<file path="src/rtl/bitstream_decoder.sv">
// Stochastic bitstream decoder: counts ones per channel over 2^WINDOW_LOG2
// valid samples and presents unipolar and bipolar results via valid/ready.
module bitstream_decoder #(
    parameter int CHANNEL_COUNT = 2,
    parameter int WINDOW_LOG2   = 8
) (
    input  logic                                      clk,
    input  logic                                      rst,
    input  logic                                      start,
    input  logic                                      continuous,
    input  logic                                      stream_valid,
    input  logic [CHANNEL_COUNT-1:0]                  stream_in,
    output logic                                      busy,
    output logic                                      out_valid,
    input  logic                                      out_ready,
    output logic [CHANNEL_COUNT-1:0][WINDOW_LOG2:0]   out_count,
    output logic [CHANNEL_COUNT-1:0][WINDOW_LOG2+1:0] out_bipolar,
    output logic                                      overrun
);

    typedef enum logic {IDLE, ACCUM} state_t;

    localparam logic [WINDOW_LOG2-1:0] SAMPLE_ONE  = WINDOW_LOG2'(1);
    localparam logic [WINDOW_LOG2-1:0] SAMPLE_LAST = '1;
    localparam logic [WINDOW_LOG2+1:0] N_EXT =
        (WINDOW_LOG2+2)'(1) << WINDOW_LOG2;

    state_t state_q, state_d;

    logic [WINDOW_LOG2-1:0]                  sample_cnt;
    logic [CHANNEL_COUNT-1:0][WINDOW_LOG2:0] chan_cnt;
    logic [CHANNEL_COUNT-1:0][WINDOW_LOG2:0] chan_next;
    logic                                    take;
    logic                                    complete;
    logic                                    load;

    // Sample qualification, window end and result-load decisions
    always_comb begin
        take     = (state_q == ACCUM) && stream_valid && !start;
        complete = take && (sample_cnt == SAMPLE_LAST);
        load     = complete && (!out_valid || out_ready);
        for (int i = 0; i < CHANNEL_COUNT; i++) begin
            chan_next[i] = chan_cnt[i]
                         + {{WINDOW_LOG2{1'b0}}, stream_in[i]};
        end
    end

    // Next-state logic; start always (re)opens a window
    always_comb begin
        state_d = state_q;
        unique case (state_q)
            IDLE: begin
                if (start) state_d = ACCUM;
            end
            ACCUM: begin
                if (start)         state_d = ACCUM;
                else if (complete) state_d = continuous ? ACCUM : IDLE;
            end
            default: state_d = IDLE;
        endcase
    end

    // State register
    always_ff @(posedge clk) begin
        if (rst) state_q <= IDLE;
        else     state_q <= state_d;
    end

    // Sample and channel accumulators; cleared at start and window end
    always_ff @(posedge clk) begin
        if (rst || start) begin
            sample_cnt <= '0;
            chan_cnt   <= '0;
        end else if (complete) begin
            sample_cnt <= '0;
            chan_cnt   <= '0;
        end else if (take) begin
            sample_cnt <= sample_cnt + SAMPLE_ONE;
            chan_cnt   <= chan_next;
        end
    end

    // Result registers and output handshake
    always_ff @(posedge clk) begin
        if (rst) begin
            out_valid   <= 1'b0;
            out_count   <= '0;
            out_bipolar <= '0;
        end else if (load) begin
            out_valid <= 1'b1;
            out_count <= chan_next;
            for (int i = 0; i < CHANNEL_COUNT; i++) begin
                out_bipolar[i] <= {chan_next[i], 1'b0} - N_EXT;
            end
        end else if (out_valid && out_ready) begin
            out_valid <= 1'b0;
        end
    end

    // Sticky flag for a finished window lost to backpressure
    always_ff @(posedge clk) begin
        if (rst || start)                       overrun <= 1'b0;
        else if (complete && out_valid && !out_ready) overrun <= 1'b1;
    end

    assign busy = (state_q == ACCUM);

endmodule

</file>
<file path="config.mk">
export PLATFORM = sky130hd
export DESIGN_NAME = bitstream_decoder
export DESIGN_NICKNAME = d
export VERILOG_FILES = /design/src/rtl/bitstream_decoder.sv
export SDC_FILE = /design/constraint.sdc
export NUM_CORES = 1
export LEC_CHECK = 0
export CORE_ASPECT_RATIO = 2
export CORE_MARGIN = 2
export CORE_UTILIZATION = 46
export CTS_CLUSTER_SIZE = 12
export DETAILED_ROUTE_END_ITERATION = 7
export GPL_TIMING_DRIVEN = 1
export HOLD_SLACK_MARGIN = 0.05
export PLACE_DENSITY = 0.69
export SLEW_MARGIN = 25
export SYNTH_ARGS = -nofsm -noshare
export SYNTH_HDL_FRONTEND = slang
export SYNTH_SLANG_ARGS = --single-unit
</file>
<file path="constraint.sdc">
create_clock -name clk -period 2.22 [get_ports clk]
set_input_delay 0.222 -clock clk [delete_from_list [all_inputs] [get_ports clk]]
set_output_delay 0.222 -clock clk [all_outputs]
set_load 0.05 [all_outputs]
</file>
==> results_dict.tcl, run 1 <==
set metrics [dict create \
    critical_path_start_end_classification "flop to output port" \
    port_buffers 46 \
    avgRoutedWirePerCell_um 14.0 \
    synth_cells 281 \
    detailedPlacementHpwl_um 3910 \
    synth_top_cell_by_area "dfxtp_1" \
    max_stage_delay_ps 850 \
    timing.final.max_slew_violations 0 \
    setup_tns_ps 0 \
    timing_worst_slew_pin_value_ps 502 \
    max_slew_margin 0.665 \
    cts-htree-levels 2 \
    grt_start_max_net_pins 25 \
    fin_crit_sh 0.830 \
    critPathRequiredTime_ps 2000 \
    tritoncts "built" \
    grt_first_pass_wirelength_um 8710 \
    rsz0062_at_grt "false" \
    start_util 0.472 \
    drive_above_1_share 0.0735 \
    detailroute.via_count 1989 \
    placeableCoreArea_mm2 0.00509 \
    clk_transition_reported_paths_ps 90 \
    fin_worst_skew_ps 9.98 \
    endpoint_kind "output port" \
    critical-path-slowest-cell "clkdlybuf4s50_1" \
    fin_crit_ps 1840 \
    post_cts_resized 0 \
    synth_largest_type_area_fraction 0.425 \
    critPathLaunchType "flop" \
    totalWireLength_um 5180 \
    ys.flop_type "dfxtp_1" \
    fin_cells 371 \
    timing.critical_path.cells "clkdlybuf4s50_1" \
    dieHeight_um 106 \
    grt_pass1_vias 1959 \
    most_used_cells_in_the_layout_excluding_fill_and_tap_cells "dfxtp_1 (51), clkdlybuf4s50_1 (46), nor2_1 (30)" \
    timing.critical_path.buf_inv 1 \
    row_count 37 \
    critPathTopFamily "buffers and inverters" \
    synth-async-reset-ratio 0 \
    cts_hold_buf 0 \
    numClockSinks 51 \
    floorplan.io_pins 49 \
    initial_drt_pass_iterations 4 \
    layout_commonest_cell "dfxtp_1" \
    warnings_from_yosys 0 \
    flops_latches_synth 51 \
    outcome "finished, final reports clean" \
    nNetsFinal 326 \
    ys_top_cells_by_area "dfxtp_1 (42%), xnor2_1 (8.7%), a21oi_1 (5.2%)" \
    vdd_ir_drop_max_uv 514 \
    synth_area_per_cell_um2 8.55 \
    static-leakage-power_nw 0.969 \
    setup_viol_count_final 0 \
    crit_path_max_fanout 5 \
    seq_area_frac_synth 0.425 \
    gp_routability_congestion 0.797 \
    hold_violations 0 \
    power-per-cell-area_mw_per_mm2 549 \
    dieWidth_um 55.1 \
    worst_skew_pair.late_latency_ps 320 \
    hold_path_class "flop to flop" \
    worst-endpoint-arrival_ps 1620 \
    detail_route.drc_violations 0 \
    max_cap_violations 0 \
    synth.cell_area_mm2 0.00240 \
    clock_path_buffers 2 \
    global_route.usage.total 0.207 \
    initial_antenna_violation_count 0 \
    finalHoldWorstSlack_ps 466 \
    design.die.area_mm2 0.00585 \
    number_of_nets_still_failing_antenna_checks_after_routing 0 \
    diodes 0 \
    dpl.cell_count 364 \
    fmax_mhz 543 \
    drt_first_iter_violations 30 \
    grt_remaining_overflow 0 \
    cts.repair_timing.setup_buffer_count 0 \
    synth_cell_types 32 \
    count_of_flip_flops_with_a_built_in_enable_after_synthesis 0 \
    cts_made_buffers 5 \
    root_buffer "clkbuf_8" \
    drt-vias-per-instance 5.36 \
    layout-area-overhead-vs-synth_pct 22.9 \
    layout.core_utilization 0.580 \
]
-- synthesized netlist by cell type (2+ instances only) --
cell type,instances
nor2_1,30
clkbuf_1,12
or3_1,3
nand4_1,6
o211a_1,4
buf_4,16
nor4_1,2
o21a_1,2
a21oi_1,25
nand2_1,20
buf_2,6
a211oi_1,12
dfxtp_1,51
nand3_1,14
o21ai_0,8
xor2_1,7
xnor2_1,24
ha_1,5
inv_1,3
nor3_1,18
o32ai_1,2
-- flip-flops by register name (all words and copies together), names as in the netlist --
signal       flops
out_valid        1
out_count       18
chan_cnt        18
overrun          1
busy             1
out_bipolar      4
sample_cnt       8
-- final timing paths --
check	start	to	slack (ps)	cells after the start
max	busy$_SDFF_PP0_	busy	380	1
min	chan_cnt[9]$_SDFFE_PP0P_	chan_cnt[9]$_SDFFE_PP0P_	470	2
max reg2reg	chan_cnt[9]$_SDFFE_PP0P_	out_bipolar[19]$_SDFFE_PP0P_	480	6
min reg2reg	chan_cnt[9]$_SDFFE_PP0P_	chan_cnt[9]$_SDFFE_PP0P_	470	2
-- kinds of logic after synthesis --
| family | after synthesis | share of synthesized area |
|---|---|---|
| flip-flops | 51 | 0.425 |
| XOR/XNOR | 31 | 0.113 |
| other | 1 | 0.00156 |
| adder cells (fa/ha/maj) | 5 | 0.0260 |
| AO/OA/AOI/OAI | 54 | 0.139 |
| AND/OR/NAND/NOR | 101 | 0.208 |
| buffers and inverters | 38 | 0.0880 |
-- power breakdown --
group / switching (mW) / internal, mW / total (mW)
clock network: 0.306 / 0.331 / 0.637
logic: 0.0417 / 0.0246 / 0.0663
registers: 0.00290 / 0.916 / 0.919
-- layer usage --
metal,track usage,share of wire,vias up
met5,0,0,-
met4,0.106,0.032,0
met3,0.0463,0.027,10
met2,0.372,0.58,37
met1,0.203,0.36,929
li1,-,-,1013
-- stage by stage --
stage	power, mW	worst slack, ps	instance area [µm²]
CTS	1.64	366	2950
global placement	1.01	166	2850
floorplan	0.980	209	2410
detailed placement	1.01	92.7	2850
global route	1.68	275	2950
finish	1.62	377	2950
-- cell type report --
| class | instances | area, µm² |
|---|---|---|
| clock inverter | 1 | 30.0 |
| inverter | 3 | 11.3 |
| sequential | 51 | 1020 |
| fill | 466 | 2140 |
| clock buffer | 6 | 72.6 |
| timing repair buffer | 59 | 571 |
| multi-input combinational | 193 | 1170 |
| tap | 58 | 72.6 |
(Power assumes the default switching activity.)
==> run 2: changes to the inputs <==
Clock period 2.22 ns to 1.7 ns, I/O delays scaled along.
==> results_dict.tcl, run 2 (synthesized netlist as in run 1, its figures left out) <==
set metrics [dict create \
    finalHoldWorstSlack_ps 457 \
    fin_crit_ps 1650 \
    grt_pass1_vias 2034 \
    drt-vias-per-instance 5.35 \
    avgRoutedWirePerCell_um 14.7 \
    initial_drt_pass_iterations 4 \
    max_cap_violations 0 \
    max_slew_margin 0.647 \
    cts-htree-levels 2 \
    layout-area-overhead-vs-synth_pct 36.9 \
    setup.reg_to_reg.worst_slack_ps 70 \
    largestRegisters "chan_cnt (18), out_count (18), sample_cnt (8)" \
    layout_commonest_cell "dfxtp_1" \
    min_delay_worst_endpoint "busy$_SDFF_PP0_" \
    crit_path_max_fanout 3 \
    tritoncts "built" \
    row_count 37 \
    min_delay_startpoint "continuous" \
    cts_made_buffers 5 \
    timing.critical_path.buf_inv 1 \
    static-leakage-power_nw 1.43 \
    initial_antenna_violation_count 0 \
    critPathTopFamily "buffers and inverters" \
    global_route.usage.total 0.216 \
    timing.final.max_slew_violations 0 \
    worst_slack_ps 50.4 \
    setup_tns_ps 0 \
    worst-endpoint-arrival_ps 1480 \
    root_buffer "clkbuf_8" \
    drive_above_1_share 0.226 \
    pre_cts_ws_ps -257 \
    dieWidth_um 55.1 \
    critical_path_start_end_classification "flop to output port" \
    clk_transition_reported_paths_ps 90 \
    detailroute.via_count 2129 \
    endpoint_kind "output port" \
    number_of_nets_still_failing_antenna_checks_after_routing 0 \
    placeableCoreArea_mm2 0.00509 \
    drt_first_iter_violations 32 \
    crit-reg2reg-launch "chan_cnt[9]$_SDFFE_PP0P_" \
    detailedPlacementHpwl_um 4280 \
    critPathLaunchType "flop" \
    dpl.cell_count 387 \
    hold_path_class "input pin to flop" \
    detail_route.drc_violations 0 \
    grt_remaining_overflow 0 \
    numClockSinks 51 \
    multi_input_area_mm2 0.00123 \
    gp_routability_congestion 0.812 \
    final-seq-area_mm2 0.00103 \
    start_util 0.472 \
    timing_worst_slew_pin_value_ps 529 \
    clock_path_buffers 2 \
    nNetsFinal 352 \
    final.fill_count 423 \
    floorplan.io_pins 49 \
    dieHeight_um 106 \
    most_used_cells_in_the_layout_excluding_fill_and_tap_cells "dfxtp_1 (46), buf_4 (42), nor2_1 (30)" \
    layout.core_utilization 0.646 \
    critPathRequiredTime_ps 1530 \
    fmax_mhz 606 \
    max_stage_delay_ps 810 \
    cts_hold_buf 0 \
    grt_start_max_net_pins 25 \
    critical-path-slowest-cell "clkdlybuf4s50_1" \
    vdd_ir_drop_max_uv 752 \
    hold_violations 0 \
    fin_crit_sh 0.970 \
    totalWireLength_um 5870 \
    port_buffers 46 \
    fin_worst_skew_ps 9.92 \
    diodes 0 \
    fin_cells 398 \
    power-per-cell-area_mw_per_mm2 628 \
    r2r_cells 5 \
    setup_viol_count_final 0 \
    timing.rr.end "out_bipolar[19]$_SDFFE_PP0P_" \
    grt_first_pass_wirelength_um 9130 \
    worst_skew_pair.late_latency_ps 310 \
    timing.hold.worst_path_depth 3 \
    outcome "finished, final reports clean" \
    design.die.area_mm2 0.00585 \
    timing.critical_path.cells "clkdlybuf4s50_1" \
]
[run 2: changes by cell type in the layout (fill, tap and decap cells not counted), moves of 4 or more]
cell	previous run	this run
dfxtp_2	0	4
buf_4	12	42
clkdlybuf4s50_1	46	21
dfxtp_1	51	46
dlymetal6s2s_1	0	15
buf_12	1	5
[run 2: how the worst max path moves through the flow]
stage | startpoint | to | slack [ps] | cells after the start
3_3_place_gp | stream_valid | chan_cnt[7]$_SDFFE_PP0P_ | -190 | 8
5_1_grt | chan_cnt[9]$_SDFFE_PP0P_ | out_bipolar[19]$_SDFFE_PP0P_ | -8 | 5
6_report | out_count[0]$_SDFFE_PP0P_ | out_count[0] | 50 | 1
2_1_floorplan | busy$_SDFF_PP0_ | out_count[17]$_SDFFE_PP0P_ | 20 | 5
4_1_cts | sample_cnt[0]$_SDFFE_PP0P_ | out_count[4]$_SDFFE_PP0P_ | 5 | 8
3_5_place_dp | stream_valid | out_count[4]$_SDFFE_PP0P_ | -260 | 8
[run 2: routing by layer]
metal / up-vias / track usage / part of all wire
met1: 1008 / 0.218 / 0.36
li1: 1071 / - / -
met3: 10 / 0.0463 / 0.026
met5: - / 0 / 0
met2: 40 / 0.395 / 0.59
met4: 0 / 0.0889 / 0.025
[run 2: stage by stage]
stage / power, mW / area [µm²]
after floorplan: 1.28 / 2410
after global placement: 1.33 / 3050
after detailed placement: 1.33 / 3050
after CTS: 2.09 / 3170
after global routing: 2.15 / 3290
final: 2.07 / 3290
[run 2: timing repair]
action | CTS | global route
gates cloned | 0 | 1
gates resized for setup | 4 | 31
buffers inserted | 0 | 2
pin swaps | 1 | 11
setup endpoints to repair | 9 | 61
[run 2: final cells by class]
| class | instances | area share |
|---|---|---|
| clock buffer | 8 | 0.0304 |
| inverter | 3 | 0.00342 |
| multi-input combinational | 193 | 0.373 |
| sequential | 51 | 0.313 |
| tap | 58 | 0.0221 |
| timing repair buffer | 85 | 0.258 |
[run 2: where the power goes]
| part | total [mW] | switching, mW | internal [mW] | leakage [nW] |
|---|---|---|---|---|
| sequential | 1.20 | 0.00346 | 1.20 | 0.413 |
| combinational | 0.107 | 0.0595 | 0.0472 | 0.970 |
| clock | 0.760 | 0.388 | 0.372 | 0.0515 |
